File: src/rtl/pipeline_ctrl.sv
// Pipeline hazard controller: load-use stall, branch flush, syscall halt/resume,
// plus saturating stall/flush/run-cycle counters.
module pipeline_ctrl #(
  parameter int CNT_W = 16
) (
  input  logic             clk,
  input  logic             rst,
  input  logic [31:0]      id_instruction,
  input  logic [31:0]      exe_instruction,
  input  logic             branch_taken,
  input  logic             halt_req,
  input  logic             resume,
  output logic             pc_go,
  output logic             if_id_go,
  output logic             if_id_clear,
  output logic             id_exe_go,
  output logic             id_exe_clear_one,
  output logic             id_exe_clear_two,
  output logic             halted,
  output logic [CNT_W-1:0] stall_count,
  output logic [CNT_W-1:0] flush_count,
  output logic [31:0]      cycle_count
);

  typedef enum logic {RUN = 1'b0, HALT = 1'b1} state_t;

  state_t           state_q, state_d;
  logic             halted_q;
  logic [CNT_W-1:0] stall_q, stall_d, flush_q, flush_d;
  logic [31:0]      cycle_q, cycle_d;

  logic [5:0] id_op_s, id_funct_s, exe_op_s;
  logic [4:0] id_rs_s, id_rt_s, exe_rt_s;
  logic       rs_used_s, rt_used_s, load_use_s;
  logic       unused_bits_s;

  function automatic logic [CNT_W-1:0] sat_inc_cnt(input logic [CNT_W-1:0] v);
    return (&v) ? v : v + {{(CNT_W-1){1'b0}}, 1'b1};
  endfunction

  function automatic logic [31:0] sat_inc_32(input logic [31:0] v);
    return (&v) ? v : v + 32'd1;
  endfunction

  assign id_op_s    = id_instruction[31:26];
  assign id_rs_s    = id_instruction[25:21];
  assign id_rt_s    = id_instruction[20:16];
  assign id_funct_s = id_instruction[5:0];
  assign exe_op_s   = exe_instruction[31:26];
  assign exe_rt_s   = exe_instruction[20:16];
  assign unused_bits_s = ^{id_instruction[15:6], exe_instruction[25:21], exe_instruction[15:0]};

  // Source-register usage of the ID instruction (jumps, lui and shifts-by-shamt skip rs)
  always_comb begin
    rs_used_s = 1'b1;
    rt_used_s = 1'b0;
    case (id_op_s)
      6'h00: begin
        rt_used_s = 1'b1;
        rs_used_s = !((id_funct_s == 6'h00) || (id_funct_s == 6'h02) || (id_funct_s == 6'h03));
      end
      6'h02, 6'h03, 6'h0f: rs_used_s = 1'b0;
      6'h04, 6'h05, 6'h2b: rt_used_s = 1'b1;
      default: begin
        rs_used_s = 1'b1;
        rt_used_s = 1'b0;
      end
    endcase
  end

  assign load_use_s = (exe_op_s == 6'h23) && (exe_rt_s != 5'd0) &&
                      ((rs_used_s && (id_rs_s == exe_rt_s)) || (rt_used_s && (id_rt_s == exe_rt_s)));

  // Same-cycle pipeline enables/clears; branch flush outranks the load-use bubble
  always_comb begin
    pc_go            = 1'b1;
    if_id_go         = 1'b1;
    if_id_clear      = 1'b0;
    id_exe_go        = 1'b1;
    id_exe_clear_one = 1'b0;
    id_exe_clear_two = 1'b0;
    if (rst) begin
      if_id_clear      = 1'b1;
      id_exe_clear_one = 1'b1;
    end else if (state_q == HALT) begin
      pc_go     = 1'b0;
      if_id_go  = 1'b0;
      id_exe_go = 1'b0;
    end else if (branch_taken) begin
      if_id_clear      = 1'b1;
      id_exe_clear_two = 1'b1;
    end else if (load_use_s) begin
      pc_go            = 1'b0;
      if_id_go         = 1'b0;
      id_exe_clear_one = 1'b1;
    end else begin
      pc_go = 1'b1;
    end
  end

  // Next-state for the run/halt state and the counters (frozen in HALT)
  always_comb begin
    state_d = state_q;
    stall_d = stall_q;
    flush_d = flush_q;
    cycle_d = cycle_q;
    if (state_q == RUN) begin
      cycle_d = sat_inc_32(cycle_q);
      if (branch_taken) begin
        flush_d = sat_inc_cnt(flush_q);
      end else if (load_use_s) begin
        stall_d = sat_inc_cnt(stall_q);
      end else begin
        stall_d = stall_q;
      end
      if (halt_req) begin
        state_d = HALT;
      end else begin
        state_d = RUN;
      end
    end else begin
      if (resume) begin
        state_d = RUN;
      end else begin
        state_d = HALT;
      end
    end
  end

  // State, halted flag and counter registers
  always_ff @(posedge clk) begin
    if (rst) begin
      state_q  <= RUN;
      halted_q <= 1'b0;
      stall_q  <= '0;
      flush_q  <= '0;
      cycle_q  <= 32'd0;
    end else begin
      state_q  <= state_d;
      halted_q <= (state_d == HALT);
      stall_q  <= stall_d;
      flush_q  <= flush_d;
      cycle_q  <= cycle_d;
    end
  end

  assign halted      = halted_q;
  assign stall_count = stall_q;
  assign flush_count = flush_q;
  assign cycle_count = cycle_q;

endmodule

File: config.mk
export PLATFORM = sky130hd
export DESIGN_NAME = pipeline_ctrl
export DESIGN_NICKNAME = d
export VERILOG_FILES = /design/src/rtl/pipeline_ctrl.sv
export SDC_FILE = /design/constraint.sdc
export NUM_CORES = 1
export LEC_CHECK = 0
export ABC_CLOCK_PERIOD_IN_PS = 1900
export CORE_MARGIN = 10
export CORE_UTILIZATION = 39
export DETAILED_ROUTE_END_ITERATION = 8
export PLACE_DENSITY_LB_ADDON = 0.1
export SETUP_SLACK_MARGIN = 0.15
export SLEW_MARGIN = 40
export SYNTH_ARGS = -nofsm -noshare
export SYNTH_HDL_FRONTEND = slang
export SYNTH_SLANG_ARGS = --single-unit
File: constraint.sdc
create_clock -name clk -period 1.9 [get_ports clk]
set_input_delay 0.19 -clock clk [delete_from_list [all_inputs] [get_ports clk]]
set_output_delay 0.19 -clock clk [all_outputs]
set_load 0.01 [all_outputs]
* Yosys cells after proc, flatten, opt, wreduce, memory -nomap -nowiden
Cells that the tools add are included.
** Storage, ports and cells
- Flip-flop bits (word level) :: 65
- Input bits :: 69
- Output and inout bits :: 71
** Operators by class
- Add/subtract/negate cells :: 3
- Equal/unequal tests :: 11
- Multiplexer cells :: 19
- Bitwise gates (word level) :: 5
- Reductions and logical operators :: 19
** Operators by type and width (number)
- $add A16 B1 Y16 const B :: 2
- $add A32 B1 Y32 const B :: 1
- $reduce_and A16 Y1 :: 2
- $reduce_and A32 Y1 :: 1
- $eq A6 B2 Y1 const B :: 4
- $mux W1 :: 18
- $eq A6 B3 Y1 const B :: 2
- $eq A6 B6 Y1 const B :: 2
- $logic_not A6 Y1 :: 2
- $eq A5 B5 Y1 :: 2
- $eq A6 B4 Y1 const B :: 1
- $not A1 Y1 :: 5
- $reduce_bool A5 Y1 :: 1
- $logic_and A1 B1 Y1 :: 4
- $reduce_and A4 Y1 :: 1
- $reduce_or A4 Y1 :: 1
- $logic_or A1 B1 Y1 :: 3
- $reduce_and A3 Y1 :: 1
- $reduce_or A3 Y1 :: 1
- $pmux W1 S2 :: 1
- $reduce_and A2 Y1 :: 1
- $logic_not A1 Y1 :: 1

* Logic depth before layout (Yosys ltp)
- Depth in word-level cells :: 12
- Depth in mapped cells :: 8

* Worst setup path after synthesis
OpenSTA, ideal clock, no wires.
- Kind :: register -> register
- Start :: register stall_q[0], in the netlist stall_count[0]
- End :: register stall_q[10], in the netlist stall_count[10]
- Arrival time :: 1.955 ns
- Path slack :: -0.178 ns
- Cell stages (with the launch flop) :: 7
- Period minus slack after synthesis :: 2.078 ns
- Cell sequence :: dfxtp_1 -> ha_1 -> nand3_1 -> or2_2 -> or4_1 -> nor3_1 -> mux2_1
** Between the ends
- Longest elaborated chain between the ends :: 3
** Ends and longest elaborated chain
- start: declaration :: line 29 : logic [CNT_W-1:0] stall_q, stall_d, flush_q, flush_d;
- start signal: assignment :: line 141 : stall_q <= stall_d;
- branches (longest 3 deep; another with $add A16 B1 Y16)
Parallel ways; which one is timed is not known.
A chain may end at the register's enable or synchronous reset.

* Worst setup path in the final report
Ends and elaborated chain as after synthesis.

==> impl_results.md <==
* Grt met1 use at 18.1%
* Initial Util at 40.7%
* Peak VDD IR at 0.000509 V
* CP arrival at 2100 ps
* Clock sink count at 65
* GRT Util Overall at 16.2%
* CP peak stage delay at 520 ps
* Post-synth top flop: dfxtp_1
* CTS tree: done
* Slew Viols, Final at 0
* Root Driver: clkbuf_8
* I/O Buffers at 108
* Max-slew headroom at 69.0%
* Design Area, Final at 0.00594 mm^2
* Seq/Total Area, Yosys at 38.3%
* Residual DRC at 0
* P_sw at 0.000738 W
* First-pass DRT Iterations at 4
* Layout cell share with drive strength beyond 1 at 37.6%
* Total gr overflow at 0
* Commonest non-fill, non-tap cell in the layout: clkdlybuf4s50_1
* Synth cell types at 42
* Largest net degree at the start of global routing at 25
* Global-route wire length before repair at 17400 um
* Standard-cell row count at 33
* Total CTS buffers at 9
* Final nets at 666
* Placed cell area at 0.00517 mm^2
* Met3 usage at 5.55%
* CP Data Required Time at 2130 ps
* Reg power frac at 47.1%
* Most frequent cells in the layout: 76 x clkdlybuf4s50_1, 73 x buf_4, 63 x nor2_1
* Hold buffer count at cts at 0
* Worst Hold Margin at 209 ps
* Via density per instance at 5.16
* Final HPWL DP at 7980 um
* Min Tclk post-route at 1880 ps
* Power Density at 494 mW/mm^2
* Clk_skew at 8.23 ps
* Syn Std Cell Area at 0.00340 mm^2
* Detail Route Antenna Nets at 0
* Final critical-path share of the clock period at 98.8%
* Final wirelength at 11400 um
* Unrepaired setup endpoints after global routing: true
* CP delay by family, top: simple AND/OR/NAND/NOR gates
* Post-Synthesis Cells at 400
* Total core area at 0.00834 mm^2
* Leakage at 2.20 nW
* Buffers & Inverters on Critical Path at 0
* Syn Area/Cell at 8.50 um^2
* Met2 Use GR at 28.7%
* Ys async rst share at 0%
* Number of global-route vias before repair at 3586
* Crit path kind: flop to flop
* Final-report hold violation count at 0
* WL/cell at 16.2 um
* Max-Cap Viols at 0
* GR peak layer: met2
* HP Class: input pin to flop
* FMAX at 533 MHz
* Filler cell count in the final layout at 635
* Post-synth EDFFs at 0
* Die ar. at 0.0128 mm^2
* Worst-path cell with the longest stage delay: or4_4
* Synth-to-layout area growth at 74.8%
* Switching power share of the total at 25.1%
* Syn Nets at 472
* Num ports at 140
* Yosys reg bits at 65
* Outcome: completed
* Iteration-0 DRC Markers at 139
* R2R setup slack at 20 ps
* Worst-Margin Slew at 460 ps
* GPL Wtd Cong at 0.797
* Crit end category: flop
* Vias post-DR at 3630
* H-tree depth at 3
* Crit start category: flop
* Latest clock arrival within the worst-skew pair at 340 ps
* Crit path cell chain: ha_4 -> nand3_2 -> or2_4 -> or4_4 -> nor3_4 -> mux2_4
* Int Power at 0.00220 W
* Crit path max fanout at 2
* Die width at 113 um
* Antenna violations before repair at 0
* Clock share of power at 41.2%
* Diodes inserted at 0
* Syn. warnings at 0
* Clock transition at path regs at 80 ps
* Final setup fails at 0
* Die Height at 113 um
* Combinational share of power at 11.7%
* Clock Tree Buf Depth at 2
[final cells by class]
cell class                 instances  area [um^2]  share of cell area, %
inverter                          11         41.3                  0.695
clock buffer                      10          138                   2.32
tap                              105          131                   2.21
clock inverter                     6         63.8                   1.07
sequential                        65         1350                   22.8
multi-input combinational        309         2410                   40.6
timing repair buffer             198         1800                   30.3
[power by group through the flow]
stage / Combinational, W / Sequential (W) / Clock (W)
detailed placement: 0.000309 / 0.00141 / 0
floorplan: 0.000118 / 0.00142 / 0
CTS: 0.000314 / 0.00138 / 0.00124
global placement: 0.000303 / 0.00141 / 0
global route: 0.000368 / 0.00139 / 0.00131
finish: 0.000343 / 0.00138 / 0.00121
[cell usage after synthesis (all sizes together) (5+ instances only)]
cell      n  area, um^2
nand2b    7        43.8
nand2    21        78.8
o21ai     7        35.0
nor2     64         243
nor3      7        35.0
a211oi    5        50.1
xnor2    17         149
mux2i     5        50.1
and4      6        52.6
and2      7        43.8
nand4    23         144
dfxtp    65        1300
inv      11        41.3
or3       8        50.1
nand3    28         140
xor2     39         342
a21oi    13        65.1
clkbuf   11        41.3
and3     12        75.1
a2111oi   6        90.1
a21o      6        45.0
[layer usage]
layer	routed length [um]	share of wire [%]
met1	4710	41
met2	5950	52
met4	123	1.1
met3	611	5.4
met5	0	0
[path summary, 6_finish.rpt]
kind,start,end,cells after the start
max,stall_count[0],stall_count[10],6
min,rst,stall_count[1],2
max reg2reg,stall_count[0],stall_count[10],6
min reg2reg,cycle_count[28],cycle_count[28],2
[cell families (layout without fill, tap and decap cells)]
group | count (synthesis) | count (layout) | synth area share [%]
simple gates | 199 | 199 | 30.4
flops | 65 | 65 | 38.3
xor+xnor | 56 | 56 | 14.4
compound gates | 45 | 45 | 10.5
buf+inv | 26 | 225 | 3.46
mux | 6 | 6 | 1.80
fa+ha+maj | 3 | 3 | 1.10
[state kept, by name (all words and copies together), names as in the netlist]
register	cells
cycle_count	32
halted	1
stall_count	16
flush_count	16
[metrics by stage]
stage          cells  total power, W  TNS [ps]  setup WS (ps)  util [%]
6_report         704         0.00294         0           22.9      71.2
5_1_grt          704         0.00306      -336          -44.3      71.2
4_1_cts          693         0.00294         0           24.3      66.7
3_5_place_dp     662         0.00172    -11480           -729      62.0
3_3_place_gp     662         0.00172    -11060           -716      62.0
2_1_floorplan    400         0.00154         0           15.9         -
[timing repair]
action                     in CTS  in global routing
setup endpoints to repair      49                 56
gates cloned                    1                  1
pin swaps                      28                 56
buffers inserted               14                 10
gates resized for setup       100                 79
[worst reg2reg max path, cell delays in order (launching register included)]
cell	delay, ps
dfxtp_4	370
ha_4	130
nand3_2	60
or2_4	240
or4_4	520
nor3_4	140
mux2_4	310
(Power assumes the default switching activity.)
